==> src/rtl/bus_master_port.sv <==
// Bus master port: latches one command and serialises address and write data LSB first,
// assembling serial read data into words. Define BUS_TIMEOUT_EN to abort stalled transfers.
module bus_master_port #(
   parameter int SLAVE_LEN      = 2,
   parameter int ADDR_LEN       = 12,
   parameter int DATA_LEN       = 8,
   parameter int BURST_LEN      = 12,
   parameter int TIMEOUT_CYCLES = 255
) (
   input  logic                 clk,
   input  logic                 reset,
   input  logic [ADDR_LEN-1:0]  address,
   input  logic [DATA_LEN-1:0]  data,
   input  logic [BURST_LEN-1:0] burst_num,
   input  logic [SLAVE_LEN-1:0] slave_select,
   input  logic [1:0]           instruction,
   output logic                 tx_done,
   output logic                 rx_done,
   output logic                 new_rx,
   output logic [DATA_LEN-1:0]  new_data,
   output logic                 bus_err,
   output logic                 bus_req,
   input  logic                 bus_grant,
   output logic [SLAVE_LEN-1:0] m_sel,
   output logic                 m_mode,
   output logic                 m_valid,
   output logic                 m_dout,
   input  logic                 s_ready,
   input  logic                 s_valid,
   input  logic                 s_din
);

   localparam int MAXLEN = (ADDR_LEN > DATA_LEN) ? ADDR_LEN : DATA_LEN;
   localparam int CW     = $clog2(MAXLEN + 1);
   localparam logic [CW-1:0] ADDR_LAST = CW'(ADDR_LEN);
   localparam logic [CW-1:0] DATA_LAST = CW'(DATA_LEN);
   localparam logic [CW-1:0] RD_LAST   = CW'(DATA_LEN - 1);

   typedef enum logic [2:0] {
      IDLE, REQ, ADDR_RDY, ADDR, DATA_RDY, WDATA, RDATA, DONE
   } state_t;

   state_t               state_q;
   logic                 instr_prev_q;
   logic                 rd_q;
   logic [ADDR_LEN-1:0]  addr_sh_q;
   logic [DATA_LEN-1:0]  data_q;
   logic [DATA_LEN-1:0]  wsh_q;
   logic [DATA_LEN-1:0]  rsh_q;
   logic [DATA_LEN-1:0]  new_data_q;
   logic [BURST_LEN-1:0] burst_q;
   logic [CW-1:0]        bit_q;
   logic                 bus_req_q;
   logic [SLAVE_LEN-1:0] m_sel_q;
   logic                 m_mode_q;
   logic                 m_valid_q;
   logic                 m_dout_q;
   logic                 tx_done_q;
   logic                 rx_done_q;
   logic                 new_rx_q;

   logic                 accept;
   logic                 tmo_hit;
   logic [DATA_LEN-1:0]  rword_d;

   assign accept  = instruction[1] && !instr_prev_q;
   assign rword_d = {s_din, rsh_q[DATA_LEN-1:1]};

   always_ff @(posedge clk) begin
      // The edge detector keeps sampling through reset so a command held across reset never fires.
      instr_prev_q <= instruction[1];
      if (reset) begin
         state_q    <= IDLE;
         rd_q       <= 1'b0;
         burst_q    <= '0;
         bit_q      <= '0;
         bus_req_q  <= 1'b0;
         m_sel_q    <= '0;
         m_mode_q   <= 1'b0;
         m_valid_q  <= 1'b0;
         m_dout_q   <= 1'b0;
         tx_done_q  <= 1'b0;
         rx_done_q  <= 1'b0;
         new_rx_q   <= 1'b0;
         new_data_q <= '0;
      end else begin
         tx_done_q <= 1'b0;
         rx_done_q <= 1'b0;
         new_rx_q  <= 1'b0;
         if (tmo_hit) begin
            state_q   <= DONE;
            tx_done_q <= ~rd_q;
            rx_done_q <= rd_q;
         end else begin
            case (state_q)
               IDLE: begin
                  if (accept) begin
                     state_q   <= REQ;
                     bus_req_q <= 1'b1;
                     m_sel_q   <= slave_select;
                     m_mode_q  <= ~instruction[0];
                     rd_q      <= instruction[0];
                     addr_sh_q <= address;
                     data_q    <= data;
                     burst_q   <= (burst_num == '0) ? BURST_LEN'(1) : burst_num;
                  end
               end
               REQ: begin
                  if (bus_grant) state_q <= ADDR_RDY;
               end
               ADDR_RDY: begin
                  if (s_ready) begin
                     state_q   <= ADDR;
                     m_valid_q <= 1'b1;
                     m_dout_q  <= addr_sh_q[0];
                     addr_sh_q <= addr_sh_q >> 1;
                     bit_q     <= CW'(1);
                  end
               end
               ADDR: begin
                  if (bit_q == ADDR_LAST) begin
                     state_q   <= rd_q ? RDATA : DATA_RDY;
                     m_valid_q <= 1'b0;
                     m_dout_q  <= 1'b0;
                     bit_q     <= '0;
                  end else begin
                     m_dout_q  <= addr_sh_q[0];
                     addr_sh_q <= addr_sh_q >> 1;
                     bit_q     <= bit_q + CW'(1);
                  end
               end
               DATA_RDY: begin
                  if (s_ready) begin
                     state_q   <= WDATA;
                     m_valid_q <= 1'b1;
                     m_dout_q  <= data_q[0];
                     wsh_q     <= data_q >> 1;
                     bit_q     <= CW'(1);
                  end
               end
               WDATA: begin
                  if (bit_q == DATA_LAST) begin
                     m_valid_q <= 1'b0;
                     m_dout_q  <= 1'b0;
                     bit_q     <= '0;
                     burst_q   <= burst_q - BURST_LEN'(1);
                     if (burst_q == BURST_LEN'(1)) begin
                        state_q   <= DONE;
                        tx_done_q <= 1'b1;
                     end else begin
                        state_q <= DATA_RDY;
                     end
                  end else begin
                     m_dout_q <= wsh_q[0];
                     wsh_q    <= wsh_q >> 1;
                     bit_q    <= bit_q + CW'(1);
                  end
               end
               RDATA: begin
                  if (s_valid) begin
                     rsh_q <= rword_d;
                     if (bit_q == RD_LAST) begin
                        bit_q      <= '0;
                        new_data_q <= rword_d;
                        new_rx_q   <= 1'b1;
                        burst_q    <= burst_q - BURST_LEN'(1);
                        if (burst_q == BURST_LEN'(1)) begin
                           state_q   <= DONE;
                           rx_done_q <= 1'b1;
                        end
                     end else begin
                        bit_q <= bit_q + CW'(1);
                     end
                  end
               end
               DONE: begin
                  state_q   <= IDLE;
                  bus_req_q <= 1'b0;
                  m_sel_q   <= '0;
                  m_mode_q  <= 1'b0;
               end
               default: state_q <= IDLE;
            endcase
         end
      end
   end

`ifdef BUS_TIMEOUT_EN
   localparam int TW = $clog2(TIMEOUT_CYCLES + 1);
   localparam logic [TW-1:0] TMO_LAST = TW'(TIMEOUT_CYCLES - 1);

   logic [TW-1:0] tmo_q;
   logic          bus_err_q;
   logic          waiting;
   logic          progress;

   always_comb begin
      waiting  = 1'b0;
      progress = 1'b0;
      case (state_q)
         REQ:               begin waiting = 1'b1; progress = bus_grant; end
         ADDR_RDY, DATA_RDY: begin waiting = 1'b1; progress = s_ready;   end
         RDATA:             begin waiting = 1'b1; progress = s_valid;   end
         default:           ;
      endcase
   end

   assign tmo_hit = waiting && !progress && (tmo_q == TMO_LAST);

   // Counts consecutive stalled cycles; any progress or leaving a wait state restarts it.
   always_ff @(posedge clk) begin
      if (reset) begin
         tmo_q     <= '0;
         bus_err_q <= 1'b0;
      end else begin
         bus_err_q <= tmo_hit;
         if (!waiting || progress || tmo_hit) tmo_q <= '0;
         else                                 tmo_q <= tmo_q + TW'(1);
      end
   end

   assign bus_err = bus_err_q;
`else
   localparam int unused_timeout = TIMEOUT_CYCLES;
   assign tmo_hit = 1'b0;
   assign bus_err = 1'b0;
`endif

   assign tx_done  = tx_done_q;
   assign rx_done  = rx_done_q;
   assign new_rx   = new_rx_q;
   assign new_data = new_data_q;
   assign bus_req  = bus_req_q;
   assign m_sel    = m_sel_q;
   assign m_mode   = m_mode_q;
   assign m_valid  = m_valid_q;
   assign m_dout   = m_dout_q;

endmodule

==> config.mk <==
export PLATFORM = sky130hd
export DESIGN_NAME = bus_master_port
export DESIGN_NICKNAME = d
export VERILOG_FILES = /design/src/rtl/bus_master_port.sv
export SDC_FILE = /design/constraint.sdc
export NUM_CORES = 1
export LEC_CHECK = 0
export BUFFER_PORTS_ARGS = -buffer_cell sky130_fd_sc_hd__buf_2
export CORE_UTILIZATION = 44
export CTS_CLUSTER_DIAMETER = 80
export CTS_CLUSTER_SIZE = 14
export DETAILED_ROUTE_END_ITERATION = 10
export SYNTH_ARGS = -nofsm -noshare
export SYNTH_HDL_FRONTEND = slang
export SYNTH_SLANG_ARGS = --single-unit
export TNS_END_PERCENT = 10
==> constraint.sdc <==
create_clock -name clk -period 6.32 [get_ports clk]
set_clock_uncertainty 0.05 [all_clocks]
set_input_delay 1.264 -clock clk [delete_from_list [all_inputs] [get_ports clk]]
set_output_delay 1.264 -clock clk [all_outputs]
set_load 0.02 [all_outputs]
==> flow_metrics.py, run 1 <==
metrics = {
    "setup_path": {
        "cp.required_ps": 6470,
        "worstReg2RegEnd": "burst_q[0]",
        "startpoint_type": "register",
        "criticalPathCategory": "register to register",
        "path_max_fanout": 25,
        "cp-startpoint": "state_q[2]",
        "worstReg2RegStart": "state_q[2]",
        "end_kind": "register",
        "r2r_slack_ps": 3520,
        "critPathArrivalTime_ps": 2950,
        "r2r_cells": 5,
    },
    "cts": {
        "cts_resized": 0,
        "cts_hold_buffers": 0,
        "clock_sinks": 72,
        "clockBufferDepth": 2,
        "clk_pin_slew_worst_paths_ps": 80,
        "cts_root_buffer": "clkbuf_8",
        "cts-htree-levels": 3,
        "postCtsSetupBuffers": 0,
        "cts_buffers": 9,
        "clk_latency_ps": 350,
        "cts_tree": "done",
    },
    "min_path": {
        "hold_class": "register to register",
        "min_from": "bus_req",
        "min_path_cells": 2,
        "hold_end": "bus_req",
    },
    "synth": {
        "ys_seq_area_share_pct": 49.3,
        "syn-num-nets": 408,
        "synth_flop_cell": "dfxtp_1",
        "synthesis.area_mm2": 0.00361,
        "netlist_instances": 359,
        "synth-edff-count": 34,
        "syn-mean-instance-area_um2": 10.1,
        "yosysWarnings": 0,
        "ys_async_sr_fraction_pct": 0,
        "yosysUniqueCellTypes": 64,
        "ys_ff_latch": 72,
    },
    "status": {
        "status": "finished clean",
    },
    "power": {
        "ir_worst_vdd_mv": 0.135,
        "p_per_area_mw_per_mm2": 281,
        "p_leak_uw": 0.00156,
    },
    "placement": {
        "gp_congestion": 0.818,
        "port_buffers": 58,
        "dp.cells": 501,
        "dp_hpwl_um": 4960,
    },
    "sta": {
        "final-setup-viol-count": 0,
        "max_slew_margin_pct": 30.7,
        "fmax_mhz": 357,
        "setup_tns_ps": 0,
        "period_minus_slack_ps": 2800,
        "rsz0062_at_grt": "no",
        "min_period_over_period_pct": 44.4,
        "worst_slew_pin_slew_ps": 1040,
        "maxSlewViolCount": 0,
        "hold_viol": 0,
    },
    "route": {
        "drc_errors": 0,
        "wire_per_inst_um": 14.1,
        "vias": 2777,
        "vias_per_cell": 5.37,
        "ant_nets": 0,
        "wirelength_um": 7270,
        "drtIter0Drc": 116,
        "dr.pass1.iters": 4,
    },
    "grt": {
        "use_met2_pct": 28.0,
        "grt_busiest_layer": "met2",
        "use_met1_pct": 24.0,
        "gr-total-overflow": 0,
        "met3_usage_pct": 5.09,
        "antenna_found_initial": 0,
        "first_global_vias": 2489,
        "grt_usage_pct": 17.9,
        "grt_max_degree": 43,
        "grt_first_pass_wirelength_um": 12000,
    },
    "floorplanning": {
        "die_height_um": 92.6,
        "core_area_mm2": 0.00785,
        "die-area_mm2": 0.00858,
        "pin_count": 60,
        "die_w_um": 92.6,
        "std_cell_rows": 32,
        "start_util_pct": 46.0,
    },
    "cells_and_area": {
        "final_common_cell": "buf_2",
        "antenna-diode-count": 0,
        "final_nets": 459,
        "area_growth_pct": 14.4,
        "layout-drive-gt1-share_pct": 26.0,
        "layout_common_cells": "buf_2 (58), dfxtp_1 (38), edfxtp_1 (34)",
        "final_cells": 517,
    },
    "job": {
        "max_cap_violations": 0,
    },
}
==> metal layers <==
layer	wire length [µm]	part of all wire [%]
met1	3460	48
met2	3340	46
met5	0	0
met3	395	5.4
met4	74	1.0
==> area by class of cell <==
class	count	area [µm²]
Multi-Input combinational cell	256	1690
Inverter	11	41.3
Timing Repair Buffer	60	305
Clock inverter	7	65.1
Sequential cell	72	1780
Clock buffer	9	124
Tap cell	102	128
Fill cell	753	3710
==> power by group <==
part	internal [µW]	switching [µW]
Sequential	527	27.6
Combinational	106	161
Clock	150	191
Total	783	379
==> sequential cells by signal (all words and copies together), names as in the netlist, 2 cells and up <==
signal	cells
state_q	3
data_q	8
bit_q	4
new_data	8
m_sel	2
burst_q	12
wsh_q	7
rsh_q	7
addr_sh_q	12
==> Yosys cell counts (all sizes together) (2+ instances only) <==
library cell / number / area share, %
a211oi: 6 / 1.2
a21o: 9 / 1.9
a21oi: 30 / 4.2
a22oi: 2 / 0.55
a31oi: 3 / 0.52
a32oi: 2 / 0.48
and2: 4 / 0.69
and3b: 2 / 0.48
buf: 16 / 2.6
clkbuf: 4 / 0.42
dfxtp: 38 / 21
edfxtp: 34 / 28
ha: 7 / 2.4
inv: 11 / 1.1
mux2: 18 / 5.6
mux2i: 12 / 3.4
nand2: 29 / 3.1
nand2b: 6 / 1.0
nand3: 13 / 1.8
nand3b: 5 / 1.0
nor2: 32 / 3.4
nor2b: 9 / 1.6
nor3: 9 / 1.7
nor3b: 2 / 0.42
nor4: 7 / 1.4
o211ai: 2 / 0.55
o21a: 2 / 0.42
o21ai: 17 / 2.5
o22ai: 3 / 0.52
or3: 5 / 0.87
or4: 2 / 0.52
==> through the flow <==
step	area [µm²]	power, µW	hold slack [ps]	setup slack (ps)	util, %
6_report	4130	1160	402	3520	52.7
5_1_grt	4130	1230	410	3270	52.7
4_1_cts	4130	1170	402	3540	52.7
3_5_place_dp	3940	831	384	3290	50.3
3_3_place_gp	3940	827	382	3360	50.3
2_1_floorplan	3610	772	376	2330	-
==> cells by family after synthesis <==
family,Yosys count,synth area share [%]
flip-flops,72,49.3
multiplexers,30,9.04
AND/OR/NAND/NOR,130,19.0
AO/OA/AOI/OAI,87,15.7
buffers and inverters,31,4.16
XOR/XNOR,1,0.242
adder cells (fa/ha/maj),7,2.42
other,1,0.104
==> worst max path at each step <==
stage                               to  slack [ps]  depth (start not counted)
after floorplan           addr_sh_q[0]        2330                          4
after global placement        wsh_q[6]        3360                          2
after detailed placement      wsh_q[4]        3290                          2
after CTS                   burst_q[0]        3540                          5
after global routing        burst_q[9]        3270                          5
final                       burst_q[0]        3520                          5
==> worst max-delay path: stages, from the launching register on <==
cell	delay (ps)
dfxtp_1	830
nor2b_1	350
nand2_2	220
o211ai_2	880
or3_1	230
a31oi_1	80
(Power assumes the default switching activity.)
==> run 2: changes to the inputs <==
--- a/config.mk
+++ b/config.mk
@@ -5,11 +5,13 @@
 export SDC_FILE = /design/constraint.sdc
 export NUM_CORES = 1
 export LEC_CHECK = 0
+export ABC_AREA = 1
 export BUFFER_PORTS_ARGS = -buffer_cell sky130_fd_sc_hd__buf_2
 export CORE_UTILIZATION = 44
 export CTS_CLUSTER_DIAMETER = 80
 export CTS_CLUSTER_SIZE = 14
 export DETAILED_ROUTE_END_ITERATION = 10
+export PLACE_DENSITY = 0.67
 export SYNTH_ARGS = -nofsm -noshare
 export SYNTH_HDL_FRONTEND = slang
 export SYNTH_SLANG_ARGS = --single-unit
==> constraint.sdc (replaced) <==
create_clock -name clk -period 2.35 [get_ports clk]
set_clock_uncertainty 0.05 [all_clocks]
set_input_delay 0.47 -clock clk [delete_from_list [all_inputs] [get_ports clk]]
set_output_delay 0.47 -clock clk [all_outputs]
set_load 0.02 [all_outputs]
==> run 2 against run 1 <==
Cell count rose by 23%. Core utilization rose by 2.6 points. Clock power rose to 3.7 times the previous value. Critical path depth did not move. Largest power group unchanged. Register-to-register slack got worse by 3300 ps. Maximum frequency rose by 34%. First-iteration DRC count rose by 7.8%.
==> flow_metrics.py, run 2 <==
metrics = {
    "setup_path": {
        "path_max_fanout": 7,
        "r2r_slack_ps": 260,
        "worst_path_largest_cell_delay_ps": 850,
        "end_kind": "register",
        "critPathArrivalTime_ps": 2000,
        "r2r_cells": 5,
        "cpMaxStageDelayCell": "a211oi_1",
        "criticalPathCategory": "register to register",
        "startpoint_type": "register",
        "worstReg2RegEnd": "wsh_q[5]",
        "path_delay_family": "compound AO/OA/AOI/OAI gates",
        "cp.required_ps": 2260,
        "crit_chain": "inv_1, ha_1, nand2_1, nor2_1, a211oi_1",
        "cp_num_buf_inv": 1,
        "cp.depth": 5,
        "worstReg2RegStart": "bit_q[0]",
    },
    "sta": {
        "fmax_mhz": 479,
        "min_period_over_period_pct": 88.8,
        "fin_hold_ws_ps": 204,
        "rsz0062_at_grt": "no",
        "period_minus_slack_ps": 2090,
        "hold_viol": 0,
        "worst_slew_pin_slew_ps": 1000,
        "setup_tns_ps": 0,
        "final-setup-viol-count": 0,
        "max_slew_margin_pct": 32.7,
        "maxSlewViolCount": 0,
    },
    "synth": {
        "synth.area.top_cells": "edfxtp_1 (28%), dfxtp_1 (21%), nand2_1 (14%)",
        "synth_top_area_share_pct": 28.3,
        "syn-mean-instance-area_um2": 7.81,
        "synth_flop_cell": "dfxtp_1",
        "yosysTopAreaCell": "edfxtp_1",
        "netlist_instances": 461,
        "synthTopCellsByCount": "nand2_1 (131), nor2_1 (68), inv_1 (42), dfxtp_1 (38), edfxtp_1 (34)",
        "synth_most_common_cell": "nand2_1",
        "ys_async_sr_fraction_pct": 0,
        "syn-num-nets": 510,
        "yosysUniqueCellTypes": 36,
        "yosysWarnings": 0,
        "ys_ff_latch": 72,
        "synthesis.area_mm2": 0.00360,
        "synth-edff-count": 34,
        "ys_seq_area_share_pct": 49.5,
    },
    "min_path": {
        "min_from": "instruction[1]",
        "hold_end": "instr_prev_q",
        "hold_class": "primary input to register",
        "min_path_cells": 1,
    },
    "route": {
        "vias_per_cell": 4.99,
        "drtIter0Drc": 125,
        "wire_per_inst_um": 12.2,
        "vias": 3186,
        "wirelength_um": 7760,
        "ant_nets": 0,
        "drc_errors": 0,
        "dr.pass1.iters": 5,
    },
    "floorplanning": {
        "die_w_um": 92.5,
        "std_cell_rows": 32,
        "start_util_pct": 46.1,
        "core_area_mm2": 0.00781,
        "die_height_um": 92.5,
        "pin_count": 60,
        "die-area_mm2": 0.00855,
    },
    "cells_and_area": {
        "final_common_cell": "nand2_1",
        "layout-drive-gt1-share_pct": 19.8,
        "final_nets": 580,
        "antenna-diode-count": 0,
        "finalInstanceArea_mm2": 0.00431,
        "area_growth_pct": 19.7,
        "layout_common_cells": "nand2_1 (131), nor2_1 (68), buf_2 (58)",
        "final_cells": 638,
        "top_regs": "addr_sh_q (12), burst_q (12)",
    },
    "power": {
        "p_clk_share_pct": 38.7,
        "internal-power_uw": 2410,
        "power.total_uw": 3280,
        "p_sw_uw": 865,
        "netSwitchingFraction_pct": 26.4,
        "ir_worst_vdd_mv": 0.460,
        "p_per_area_mw_per_mm2": 761,
        "p_leak_uw": 0.00200,
        "power_frac_seq_pct": 44.0,
        "p_comb_share_pct": 17.3,
    },
    "cts": {
        "cts_buffers": 9,
        "clk_pin_slew_worst_paths_ps": 80,
        "cts-htree-levels": 3,
        "cts_root_buffer": "clkbuf_8",
        "clk_latency_ps": 340,
        "cts_resized": 0,
        "clockBufferDepth": 2,
        "clock_sinks": 72,
        "cts_tree": "done",
        "cts_hold_buffers": 0,
        "postCtsSetupBuffers": 0,
    },
    "status": {
        "status": "finished clean",
    },
    "placement": {
        "dp_hpwl_um": 5720,
        "gp_congestion": 0.931,
        "place_area_mm2": 0.00405,
        "port_buffers": 58,
        "dp.cells": 622,
    },
    "grt": {
        "grt_first_pass_wirelength_um": 13200,
        "gr-total-overflow": 0,
        "grt_usage_pct": 19.6,
        "first_global_vias": 3010,
        "antenna_found_initial": 0,
        "grt_max_degree": 20,
    },
    "job": {
        "max_cap_violations": 0,
    },
}
## run 2: how the worst max path moves through the flow
stage / from / end
floorplan: bit_q[0] / addr_sh_q[0]
global placement: bit_q[0] / wsh_q[6]
detailed placement: bit_q[0] / wsh_q[0]
CTS: bit_q[0] / wsh_q[5]
global route: bit_q[0] / wsh_q[5]
finish: bit_q[0] / wsh_q[5]
## run 2: power groups by stage
stage          clock, µW  combinational [µW]  sequential [µW]
6_report            1270                 567             1440
5_1_grt             1340                 644             1450
4_1_cts             1290                 567             1440
3_5_place_dp           0                 561             1470
3_3_place_gp           0                 549             1470
2_1_floorplan          0                 419             1460
## run 2: metrics by stage
stage / util, % / setup WS (ps)
2_1_floorplan: - / 168
3_3_place_gp: 51.9 / 315
3_5_place_dp: 51.9 / 271
4_1_cts: 55.2 / 252
5_1_grt: 55.2 / 121
6_report: 55.2 / 264
## run 2: metal layers
layer | track usage [%] | routed length, µm | vias up
met5 | 0 | 0 | -
met4 | 6.25 | 61 | 0
met3 | 5.50 | 417 | 8
met2 | 33.7 | 3810 | 101
met1 | 23.6 | 3470 | 1446
li1 | - | - | 1631
## run 2: kinds of logic after synthesis
logic type      count (synthesis)  synth area share [%]
compound gates                 57                  8.20
simple gates                  259                  31.5
fa+ha+maj                       7                  2.43
other cells                     1                 0.104
buf+inv                        61                  7.29
flops                          72                  49.5
xor+xnor                        4                 0.972
## run 2: final cells by class
class                      count  area (µm²)
clock buffer                  11         131
clock inverter                 5         129
fill                         738        3500
inverter                      48         183
multi-input combinational    328        1560
sequential                    72        1780
tap                          102         128
timing repair buffer          72         395
==> run 3: changes to the inputs <==
--- a/config.mk
+++ b/config.mk
@@ -12,6 +12,7 @@
 export CTS_CLUSTER_SIZE = 14
 export DETAILED_ROUTE_END_ITERATION = 10
 export PLACE_DENSITY = 0.67
+export REMOVE_ABC_BUFFERS = 1
 export SYNTH_ARGS = -nofsm -noshare
 export SYNTH_HDL_FRONTEND = slang
 export SYNTH_SLANG_ARGS = --single-unit
==> run 3 against run 2 <==
Via count down 3.3%. Sequential cell count unchanged. Global-route usage fell by 0.17 points. Maximum frequency grew 1.7%. Critical path type unchanged. Largest power group unchanged.
==> flow_metrics.py, run 3 (same netlist as run 2, synthesis figures left out) <==
metrics = {
    "status": {
        "status": "finished clean",
    },
    "power": {
        "p_leak_uw": 0.00195,
        "ir_worst_vdd_mv": 0.394,
        "p_per_area_mw_per_mm2": 731,
    },
    "setup_path": {
        "cp_num_buf_inv": 1,
        "crit_chain": "inv_2, nand2_1, nor2_4, nand2_2, nand2_2, nor3_4, nand2_1, nand2_1, a21oi_1",
        "crit_top_cell": "nand2_1",
        "cpMaxStageDelayCell": "dfxtp_1",
        "path_max_fanout": 16,
        "startpoint_type": "register",
        "critPathArrivalTime_ps": 2220,
        "end_kind": "register",
        "path_delay_family": "simple AND/OR/NAND/NOR gates",
        "worst_path_largest_cell_delay_ps": 650,
        "criticalPathCategory": "register to register",
        "cp.required_ps": 2510,
    },
    "cells_and_area": {
        "antenna-diode-count": 0,
        "layout-drive-gt1-share_pct": 18.9,
        "fillers": 782,
        "top_regs": "addr_sh_q (12), burst_q (12)",
        "final_nets": 574,
        "layout_common_cells": "nand2_1 (131), nor2_1 (68), buf_2 (58)",
        "final_common_cell": "nand2_1",
        "area_growth_pct": 17.4,
        "final_cells": 632,
        "final_core_util_pct": 54.2,
        "finalInstanceArea_mm2": 0.00423,
    },
    "grt": {
        "grt_usage_pct": 19.4,
        "gr-total-overflow": 0,
        "grt_max_degree": 21,
        "antenna_found_initial": 0,
        "first_global_vias": 2964,
        "grt_first_pass_wirelength_um": 13100,
    },
    "sta": {
        "worst_slack_ps": 299,
        "worst_slew_pin_slew_ps": 546,
        "final-setup-viol-count": 0,
        "maxSlewViolCount": 0,
        "min_period_over_period_pct": 87.3,
        "hold_viol": 0,
        "period_minus_slack_ps": 2050,
        "fmax_mhz": 487,
        "max_slew_margin_pct": 63.5,
        "rsz0062_at_grt": "no",
    },
    "cts": {
        "cts_tree": "done",
        "cts_root_buffer": "clkbuf_8",
        "cts_buffers": 9,
        "cts_resized": 0,
        "cts-htree-levels": 3,
        "clockBufferDepth": 2,
        "postCtsSetupBuffers": 0,
        "cts_hold_buffers": 0,
        "clk_latency_ps": 340,
        "clock_sinks": 72,
        "clk_pin_slew_worst_paths_ps": 70,
    },
    "route": {
        "dr.pass1.iters": 5,
        "vias_per_cell": 4.88,
        "vias": 3082,
        "wirelength_um": 7820,
        "drtIter0Drc": 180,
        "ant_nets": 0,
        "drc_errors": 0,
        "wire_per_inst_um": 12.4,
    },
    "job": {
        "max_cap_violations": 0,
    },
    "floorplanning": {
        "die_height_um": 92.5,
        "die-area_mm2": 0.00855,
        "std_cell_rows": 32,
        "pin_count": 60,
        "core_area_mm2": 0.00781,
        "die_w_um": 92.5,
        "start_util_pct": 46.1,
    },
    "placement": {
        "dp_hpwl_um": 5660,
        "gp_congestion": 0.906,
        "place_area_mm2": 0.00401,
        "dp.cells": 616,
        "post-place-ws_ps": 307,
        "port_buffers": 58,
    },
    "min_path": {
        "hold_class": "primary input to register",
    },
}
==> run 3: cell types whose count changed in the layout (fill, tap and decap cells not counted), sizes merged <==
cell and change:
inv +1, clkinv -1, buf -6, bufinv -2, clkbuf +1, clkinvlp +1
==> run 3: cell type report <==
type | instances | area, µm² | area share [%]
sequential | 72 | 1780 | 42.1
tap | 102 | 128 | 3.02
inverter | 48 | 183 | 4.32
clock buffer | 12 | 145 | 3.43
clock inverter | 4 | 76.3 | 1.81
multi-input combinational | 328 | 1560 | 37.0
timing repair buffer | 66 | 350 | 8.29
==> run 3: power breakdown <==
group	internal [µW]	leakage, µW	switching (µW)
registers	1390	0.000620	58.9
clock network	632	0.000107	465
logic	195	0.00123	348
==> run 3: through the flow <==
| stage | setup TNS (ps) | power, µW | hold WS, ps |
|---|---|---|---|
| 3_3_place_gp | 0 | 2010 | 387 |
| 6_report | 0 | 3090 | 199 |
| 2_1_floorplan | -16050 | 1860 | 377 |
| 5_1_grt | 0 | 3250 | 186 |
| 4_1_cts | 0 | 3120 | 184 |
| 3_5_place_dp | 0 | 2020 | 385 |
==> run 3: path summary, 6_finish.rpt <==
kind             startpoint  slack [ps]  cells after the start            to
max              state_q[1]         300                      9    burst_q[6]
min          instruction[1]         200                      1  instr_prev_q
max reg2reg      state_q[1]         300                      9    burst_q[6]
min reg2reg      burst_q[5]         410                      2    burst_q[5]
==> run 3: per-layer routing <==
metal | up-vias | share of wire [%] | wire (µm) | global-route usage, %
met2 | 91 | 44 | 3460 | 30.4
li1 | 1614 | - | - | -
met5 | - | 0 | 0 | 0
met1 | 1368 | 49 | 3800 | 25.2
met4 | 0 | 1.4 | 108 | 9.51
met3 | 9 | 5.8 | 457 | 4.52
